## src/rtl/rv_decode_stage.sv

```systemverilog
// rv_decode_stage: registered RV32 decode (ALU, M-subset, LUI, CSRRW) with a
// valid/ready handshake and a one-entry skid buffer for full-rate backpressure.
module rv_decode_stage #(
    parameter int CNT_W = 16
) (
    input  logic             clk,
    input  logic             rst,
    input  logic             in_valid,
    output logic             in_ready,
    input  logic [31:0]      in_instr,
    output logic             out_valid,
    input  logic             out_ready,
    output logic [4:0]       out_rd,
    output logic [4:0]       out_rs1,
    output logic [4:0]       out_rs2,
    output logic [31:0]      out_imm,
    output logic [3:0]       out_aluop,
    output logic             out_src_imm,
    output logic             out_regwrite,
    output logic             out_csr_we,
    output logic [11:0]      out_csr_addr,
    output logic             out_illegal,
    output logic [CNT_W-1:0] decode_count
);
    typedef enum logic [3:0] {
        ALU_ADD   = 4'd0,  ALU_SUB  = 4'd1,  ALU_AND   = 4'd2,  ALU_OR    = 4'd3,
        ALU_XOR   = 4'd4,  ALU_SLL  = 4'd5,  ALU_SRL   = 4'd6,  ALU_SRA   = 4'd7,
        ALU_SLT   = 4'd8,  ALU_SLTU = 4'd9,  ALU_MUL   = 4'd10, ALU_MULH  = 4'd11,
        ALU_MULHU = 4'd12, ALU_LUI  = 4'd13, ALU_CSRRW = 4'd14
    } aluop_e;

    typedef struct packed {
        logic [4:0]  rd;
        logic [4:0]  rs1;
        logic [4:0]  rs2;
        logic [31:0] imm;
        logic [3:0]  aluop;
        logic        src_imm;
        logic        regwrite;
        logic        csr_we;
        logic [11:0] csr_addr;
        logic        illegal;
    } bundle_t;

    localparam logic [6:0] OP_R   = 7'b0110011;
    localparam logic [6:0] OP_I   = 7'b0010011;
    localparam logic [6:0] OP_LUI = 7'b0110111;
    localparam logic [6:0] OP_SYS = 7'b1110011;

    logic [6:0] w_opcode;
    logic [2:0] w_funct3;
    logic [6:0] w_funct7;
    logic       w_legal;
    aluop_e     w_op;
    bundle_t    w_dec;
    logic       w_accept;
    logic       w_handoff;

    bundle_t          r_out;
    logic             r_out_valid;
    bundle_t          r_skid;
    logic             r_skid_valid;
    logic [CNT_W-1:0] r_count;

    assign w_opcode = in_instr[6:0];
    assign w_funct3 = in_instr[14:12];
    assign w_funct7 = in_instr[31:25];

    always_comb begin
        w_legal        = 1'b1;
        w_op           = ALU_ADD;
        w_dec          = '0;
        w_dec.rd       = in_instr[11:7];
        w_dec.rs1      = in_instr[19:15];
        w_dec.rs2      = in_instr[24:20];
        case (w_opcode)
            OP_R: begin
                case ({w_funct7, w_funct3})
                    10'b0000000_000: w_op = ALU_ADD;
                    10'b0100000_000: w_op = ALU_SUB;
                    10'b0000000_111: w_op = ALU_AND;
                    10'b0000000_110: w_op = ALU_OR;
                    10'b0000000_100: w_op = ALU_XOR;
                    10'b0000000_001: w_op = ALU_SLL;
                    10'b0000000_101: w_op = ALU_SRL;
                    10'b0100000_101: w_op = ALU_SRA;
                    10'b0000000_010: w_op = ALU_SLT;
                    10'b0000000_011: w_op = ALU_SLTU;
                    10'b0000001_000: w_op = ALU_MUL;
                    10'b0000001_001: w_op = ALU_MULH;
                    10'b0000001_011: w_op = ALU_MULHU;
                    default:         w_legal = 1'b0;
                endcase
            end
            OP_I: begin
                w_dec.src_imm = 1'b1;
                w_dec.imm     = {{20{in_instr[31]}}, in_instr[31:20]};
                case (w_funct3)
                    3'b000: w_op = ALU_ADD;
                    3'b111: w_op = ALU_AND;
                    3'b110: w_op = ALU_OR;
                    3'b100: w_op = ALU_XOR;
                    3'b001: begin
                        w_dec.imm = {27'b0, in_instr[24:20]};
                        if (w_funct7 == 7'b0000000) w_op = ALU_SLL;
                        else                        w_legal = 1'b0;
                    end
                    3'b101: begin
                        w_dec.imm = {27'b0, in_instr[24:20]};
                        if (w_funct7 == 7'b0000000)      w_op = ALU_SRL;
                        else if (w_funct7 == 7'b0100000) w_op = ALU_SRA;
                        else                             w_legal = 1'b0;
                    end
                    default: w_legal = 1'b0;
                endcase
            end
            OP_LUI: begin
                w_dec.src_imm = 1'b1;
                w_dec.imm     = {in_instr[31:12], 12'b0};
                w_op          = ALU_LUI;
            end
            OP_SYS: begin
                if (w_funct3 == 3'b001) begin
                    w_dec.csr_we   = 1'b1;
                    w_dec.csr_addr = in_instr[31:20];
                    w_op           = ALU_CSRRW;
                end else begin
                    w_legal = 1'b0;
                end
            end
            default: w_legal = 1'b0;
        endcase
        // Illegal words still travel down the pipe but must have no side effects.
        if (!w_legal) begin
            w_dec.imm      = '0;
            w_dec.src_imm  = 1'b0;
            w_dec.csr_we   = 1'b0;
            w_dec.csr_addr = '0;
            w_op           = ALU_ADD;
        end
        w_dec.aluop    = w_op;
        w_dec.illegal  = ~w_legal;
        w_dec.regwrite = w_legal && (w_dec.rd != 5'd0);
    end

    assign in_ready  = ~r_skid_valid;
    assign w_accept  = in_valid && in_ready;
    assign w_handoff = r_out_valid && out_ready;

    // The skid register only fills when a word arrives while the output is stalled.
    always_ff @(posedge clk or posedge rst) begin
        if (rst) begin
            r_out        <= '0;
            r_out_valid  <= 1'b0;
            r_skid       <= '0;
            r_skid_valid <= 1'b0;
        end else if (w_handoff) begin
            if (r_skid_valid) begin
                r_out        <= r_skid;
                r_skid_valid <= 1'b0;
            end else if (w_accept) begin
                r_out <= w_dec;
            end else begin
                r_out_valid <= 1'b0;
            end
        end else if (w_accept) begin
            if (r_out_valid) begin
                r_skid       <= w_dec;
                r_skid_valid <= 1'b1;
            end else begin
                r_out       <= w_dec;
                r_out_valid <= 1'b1;
            end
        end
    end

    always_ff @(posedge clk or posedge rst) begin
        if (rst) begin
            r_count <= '0;
        end else if (w_accept && (r_count != {CNT_W{1'b1}})) begin
            r_count <= r_count + {{(CNT_W-1){1'b0}}, 1'b1};
        end
    end

    assign out_valid    = r_out_valid;
    assign out_rd       = r_out.rd;
    assign out_rs1      = r_out.rs1;
    assign out_rs2      = r_out.rs2;
    assign out_imm      = r_out.imm;
    assign out_aluop    = r_out.aluop;
    assign out_src_imm  = r_out.src_imm;
    assign out_regwrite = r_out.regwrite;
    assign out_csr_we   = r_out.csr_we;
    assign out_csr_addr = r_out.csr_addr;
    assign out_illegal  = r_out.illegal;
    assign decode_count = r_count;
endmodule

```

## config.mk

```make
export PLATFORM = sky130hd
export DESIGN_NAME = rv_decode_stage
export DESIGN_NICKNAME = d
export VERILOG_FILES = /design/src/rtl/rv_decode_stage.sv
export SDC_FILE = /design/constraint.sdc
export NUM_CORES = 1
export LEC_CHECK = 0
export BUFFER_PORTS_ARGS = -buffer_cell sky130_fd_sc_hd__buf_2
export CORE_UTILIZATION = 61
export DETAILED_ROUTE_END_ITERATION = 12
export PLACE_DENSITY = 0.86
export SLEW_MARGIN = 20
export SYNTH_ARGS = -nofsm -noshare
export SYNTH_HDL_FRONTEND = slang
export SYNTH_SLANG_ARGS = --single-unit
```

## constraint.sdc

```tcl
create_clock -name clk -period 8.37 [get_ports clk]
set_input_delay 0.837 -clock clk [delete_from_list [all_inputs] [get_ports clk]]
set_output_delay 0.837 -clock clk [all_outputs]
set_load 0.05 [all_outputs]
```

==> out/results.txt, run 1 <==
crit path DAT: 3.01 ns
crit end category: flop
GRT Total Usage: 31.1%
final wirelength: 18100 um
CP Class: flop to flop
CTS Hold Bufs: 0
Final ANT Viol Nets: 0
Hold EP: r_skid[8]
DR iter-0 viols: 587
status: finished, final reports clean
final count of negative-setup-slack endpoints: 0
Reg area: 3800 sq um
pwr/cell area: 352 nW/um^2
Vias per Instance: 6.14
Residual DRC: 0
Netlist cell types: 50
Layout fillers: 811
reg-to-reg endpoint: out_imm[18]
relative slew slack: 24.7%
Async SR Flop Fraction: 100%
Vias: 6063
Top FF cell, synth: dfrtp_1
clock latency on the worst-skew pair: 0.42 ns
antenna fix cells: 0
Syn Nets: 782
Fin. Hold Viols: 0
footprint of the multi-input gates: 3050 sq um
Post-Syn Area per Cell: 9.53 sq um
hold path cells: 2
post-cts resize count: 0
Initial DRT Pass Iterations: 7
TritonCTS Buffers: 17
nets: 868
dpl hpwl: 11400 um
fraction of final layout cells sized beyond drive strength 1: 24.9%
#FFs+latches synth: 152
number of global-route vias before repair: 5681
initial antenna violation count: 0
cell count after synthesis: 745
Root Driver: clkbuf_16
Max Cap Violations: 0
FP Rows: 39
CTS H-tree depth: 4
Die X: 110 um
crit path time final: 2.67 ns
Setup Buffers After CTS: 0
fin util: 73.5%
CORE AREA: 11400 sq um
reg-to-reg startpoint: r_skid_valid
Highest Clock Rate: 0.374 GHz
Pleak: 0.00378 uW
initial cell density of the core: 62.5%
# clock sinks: 152
area grow syn2layout: 17.6%
CP max FO: 78
WL/cell: 18.3 um
Worst EP required: 8.71 ns
hold path start: r_skid[8]
RSZ-0062 raised after global routing: no
actual slew at the worst max-slew pin: 1.13 ns
R2R cell count: 8
port bufs: 120
Setup Skew: 0.00585 ns
Reg2Reg Setup Slack: 5.70 ns
setup TNS: 0 ns
Hold Crit Class: flop to flop
Worst-path clk slew: 0.06 ns
worst vdd ir: 0.372 mV
fin. max-slew vios: 0
synthesized area: 7100 sq um
CTS tree: done
total die area: 12100 sq um
EDFF count, synth: 0
Yosys warnings: 0
share of the yosys chip area belonging to registers: 53.5%
global-route wire length before repair: 28200 um
Startpoint Class: flop
final non-filler cell area: 8350 sq um
crit share post-route: 31.9%
GPL Wtd Cong: 0.916
Ports: 121
dpl cell area: 7720 sq um
Congestion Overflow GR: 0
deepest clock path buffer count: 2
pin count of the biggest net entering global routing: 116
Die Y: 110 um
worst max-delay path, stage by stage (launching register included):
cell and delay (ns):
dfrtp_1 0.47, nand2b_1 0.33, a21oi_4 0.18, buf_4 0.61
nand2_1 0.30, nor2_1 0.18, a22oi_1 0.08, buf_4 0.24
o21ai_1 0.18
through the flow:
stage | hold WS, ns | worst slack [ns] | instances | total power [uW]
finish | 0.483 | 5.70 | 987 | 2940
global route | 0.507 | 5.49 | 987 | 3080
CTS | 0.483 | 5.70 | 987 | 2940
detailed placement | 0.471 | 5.31 | 955 | 2140
global placement | 0.461 | 5.48 | 955 | 2100
floorplan | 0.449 | 3.44 | 745 | 1860
cells by family after synthesis:
logic type,synth area share (%)
AO/OA/AOI/OAI,19.0
XOR/XNOR,1.97
adder cells (fa/ha/maj),0.317
buffers and inverters,3.86
flip-flops,53.5
multiplexers,3.29
AND/OR/NAND/NOR,18.0
placed cells by master, fill, tap and decap left out, types with 2 or more instances in the layout:
cell / instances
nor2b_1: 5
a21oi_1: 25
o31ai_1: 5
a22oi_1: 26
a31oi_1: 39
a311oi_1: 2
nor3_1: 2
nor2_1: 59
clkinv_2: 3
o22ai_1: 3
nand2_1: 136
nand3_1: 33
xor2_1: 5
mux2i_1: 2
o31ai_2: 20
inv_1: 7
nand4_1: 6
dfrtp_1: 152
o32ai_1: 2
a21o_1: 2
nand2b_1: 3
bufinv_16: 2
clkbuf_8: 9
buf_2: 120
and4_1: 2
mux2_2: 18
o21ai_1: 24
a21oi_2: 2
o21ai_0: 46
xnor2_1: 11
buf_4: 6
and3_1: 24
or3_1: 2
clkbuf_16: 17
power breakdown:
part           internal [uW]  leakage, uW  switching (uW)
combinational            266      0.00150             846
sequential               909      0.00197             124
clock                    509     0.000314             289
Yosys cell counts, types with 3 or more instances:
| master | instances | area, sq um |
|---|---|---|
| clkbuf_1 | 48 | 180 |
| nand2b_1 | 3 | 18.8 |
| a31oi_1 | 39 | 244 |
| nand3_1 | 33 | 165 |
| nor2b_1 | 5 | 31.3 |
| nand4_1 | 6 | 37.5 |
| nor2_1 | 59 | 221 |
| xnor2_1 | 11 | 96.3 |
| o22ai_1 | 3 | 18.8 |
| buf_1 | 7 | 26.3 |
| dfrtp_1 | 152 | 3800 |
| nand2_1 | 137 | 514 |
| buf_2 | 3 | 15.0 |
| inv_1 | 8 | 30.0 |
| and3_1 | 25 | 156 |
| mux2_2 | 18 | 203 |
| a22oi_1 | 26 | 195 |
| o21ai_1 | 24 | 120 |
| xor2_1 | 5 | 43.8 |
| o21ai_0 | 46 | 230 |
| o31ai_2 | 20 | 250 |
| o31ai_1 | 5 | 37.5 |
| a21oi_1 | 26 | 130 |
flip-flops by register name, indices dropped and copies added (netlist names), 4 cells and up:
| name | flops |
|---|---|
| r_skid | 67 |
| out_imm | 32 |
| decode_count | 16 |
| out_csr_addr | 12 |
| out_rd | 5 |
| out_rs1 | 5 |
| out_rs2 | 5 |
| out_aluop | 4 |
final cells by class:
type	count	share of cell area [%]
Clock inverter	6	0.989
Sequential cell	152	45.5
Inverter	8	0.419
Tap cell	143	2.14
Clock buffer	26	6.58
Multi-Input combinational cell	525	36.5
Timing Repair Buffer	127	7.87
routing by layer:
metal | track usage (%) | routed length [um] | vias up
met5 | 0 | 0 | -
met4 | 10.7 | 319 | 0
met3 | 7.94 | 1330 | 32
met2 | 50.9 | 8950 | 273
met1 | 40.3 | 7450 | 2960
li1 | - | - | 2798
how the worst max path moves through the flow:
stage                             from              end  slack [ns]  cells after the start
after CTS                 r_skid_valid      out_imm[18]        5.70                      8
final                     r_skid_valid      out_imm[18]        5.70                      8
after global routing      r_skid_valid      out_imm[12]        5.49                      8
after global placement    in_instr[27]     out_aluop[2]        5.48                      6
after floorplan                    rst  decode_count[0]        3.44                      1
after detailed placement   in_instr[5]  out_csr_addr[1]        5.31                      7
No activity file was read; power rests on OpenSTA's default activity.
==> inputs of run 2 (changes only) <==
--- a/config.mk
+++ b/config.mk
@@ -6,9 +6,9 @@
 export NUM_CORES = 1
 export LEC_CHECK = 0
 export BUFFER_PORTS_ARGS = -buffer_cell sky130_fd_sc_hd__buf_2
-export CORE_UTILIZATION = 61
+export CORE_UTILIZATION = 56
 export DETAILED_ROUTE_END_ITERATION = 12
-export PLACE_DENSITY = 0.86
+export PLACE_DENSITY = 0.8
 export SLEW_MARGIN = 20
 export SYNTH_ARGS = -nofsm -noshare
 export SYNTH_HDL_FRONTEND = slang
==> constraint.sdc (replaced) <==
create_clock -name clk -period 2.7 [get_ports clk]
set_input_delay 0.27 -clock clk [delete_from_list [all_inputs] [get_ports clk]]
set_output_delay 0.27 -clock clk [all_outputs]
set_load 0.05 [all_outputs]
==> out/results.txt, run 2 (synthesis gave the netlist of run 1 again) <==
Pleak: 0.00386 uW
Final ANT Viol Nets: 0
Top reg by flops: r_skid
port bufs: 120
hold path cells: 2
area grow syn2layout: 20.0%
Vias per Instance: 5.99
Max Cap Violations: 0
CTS H-tree depth: 4
worst vdd ir: 0.559 mV
CORE AREA: 12200 sq um
global-route wire length before repair: 29100 um
Vias: 6130
Hold Crit Class: input pin to flop
crit path DAT: 2.47 ns
fin. max-slew vios: 0
status: finished, final reports clean
CTS tree: done
WP buf/inv: 1
Setup Buffers After CTS: 0
Congestion Overflow GR: 0
GRT Total Usage: 29.0%
dpl hpwl: 12300 um
crit share post-route: 79.0%
clock latency on the worst-skew pair: 0.43 ns
RSZ-0062 raised after global routing: no
Initial DRT Pass Iterations: 5
deepest clock path buffer count: 2
critical path depth: 5
# clock sinks: 152
Layout fillers: 971
Worst EP required: 3.04 ns
relative slew slack: 50.4%
post-cts resize count: 0
number of global-route vias before repair: 5781
Fin. Hold Viols: 0
Highest Clock Rate: 0.469 GHz
most frequent cells in the layout: 152 x dfrtp_1, 136 x nand2_1, 120 x buf_2, 59 x nor2_1, 46 x o21ai_0
DR iter-0 viols: 744
pwr/cell area: 1070 nW/um^2
max reg flops: 67
CP Class: flop to flop
CP max FO: 77
reg-to-reg startpoint: r_skid_valid
commonest non-fill, non-tap cell in the layout: dfrtp_1
pin count of the biggest net entering global routing: 78
Reg area: 3800 sq um
antenna fix cells: 0
Residual DRC: 0
total die area: 13100 sq um
Die X: 115 um
max incr delay on CP: 0.61 ns
Top Family by Delay on Critical Path: compound AO/OA/AOI/OAI gates
Setup Skew: 0.00576 ns
fraction of final layout cells sized beyond drive strength 1: 25.9%
crit end category: flop
hold path start: out_ready
footprint of the multi-input gates: 3050 sq um
initial antenna violation count: 0
Startpoint Class: flop
nets: 882
Slowest-stage cell, CP: buf_4
Ports: 121
Die Y: 115 um
Power, Total: 9160 uW
R2R cell count: 5
crit-path cells: nand2b_1 -> a21oi_4 -> buf_4 -> o21ai_0 -> o31ai_1
Worst-path clk slew: 0.06 ns
final count of negative-setup-slack endpoints: 0
GPL Wtd Cong: 0.961
Root Driver: clkbuf_16
initial cell density of the core: 58.2%
crit path time final: 2.13 ns
Place WS: 0.274 ns
WL/cell: 17.6 um
FP Rows: 40
setup ws final: 0.567 ns
final wirelength: 18000 um
Critical path origin: r_skid_valid
TritonCTS Buffers: 17
setup TNS: 0 ns
actual slew at the worst max-slew pin: 0.744 ns
==> run 2: cell types whose count changed in the layout (fill, tap and decap cells not counted), moves of 2 or more <==
cell / previous run / this run
buf_4: 6 / 16
clkbuf_8: 9 / 3
buf_12: 0 / 4
clkinv_2: 3 / 6
bufinv_16: 2 / 4
==> run 2: power by group <==
part	internal [uW]	switching, uW	total [uW]
Sequential	2820	355	3170
Combinational	875	2640	3510
Clock	1600	880	2480
Total	5290	3870	9160
==> run 2: layout make-up <==
class,instances,area share [%]
flip-flops and latches,152,44.6
multi-input cells,525,35.8
repair buffers,141,9.51
clock buffers,20,5.47
well taps,168,2.47
clock inverters,10,1.76
inverters,8,0.396
==> run 2: worst paths after layout <==
| kind | slack [ns] | end |
|---|---|---|
| setup / recovery | 0.57 | out_regwrite |
| hold / removal | 0.11 | r_skid_valid |
| setup reg to reg | 0.57 | out_regwrite |
| hold reg to reg | 0.49 | r_skid[3] |
| max in group asynchronous | 1.46 | r_skid[61] |
| min in group asynchronous | 0.52 | r_skid[53] |
==> run 2: repair_timing <==
item                                    in CTS  in global routing
endpoints found under the hold margin       29                  0
endpoints found under the setup margin       0                  0
hold buffers                                 1                  0
==> run 2: metrics by stage <==
step | instance area (sq um) | hold slack (ns) | instances | util, %
floorplan | 7110 | 0.361 | 745 | -
finish | 8530 | 0.106 | 1024 | 69.8
detailed placement | 7900 | 0.419 | 993 | 64.7
global placement | 7900 | 0.411 | 993 | 64.7
global route | 8530 | 0.106 | 1024 | 69.8
CTS | 8530 | 0.0933 | 1024 | 69.8
==> run 2: per-layer routing <==
metal  vias up  GRT usage (%)  wire (um)
li1       2831              -          -
met1      2999           39.4       8020
met2       258           45.5       8400
met3        42           6.14       1120
met4         0           11.6        490
met5         -              0          0
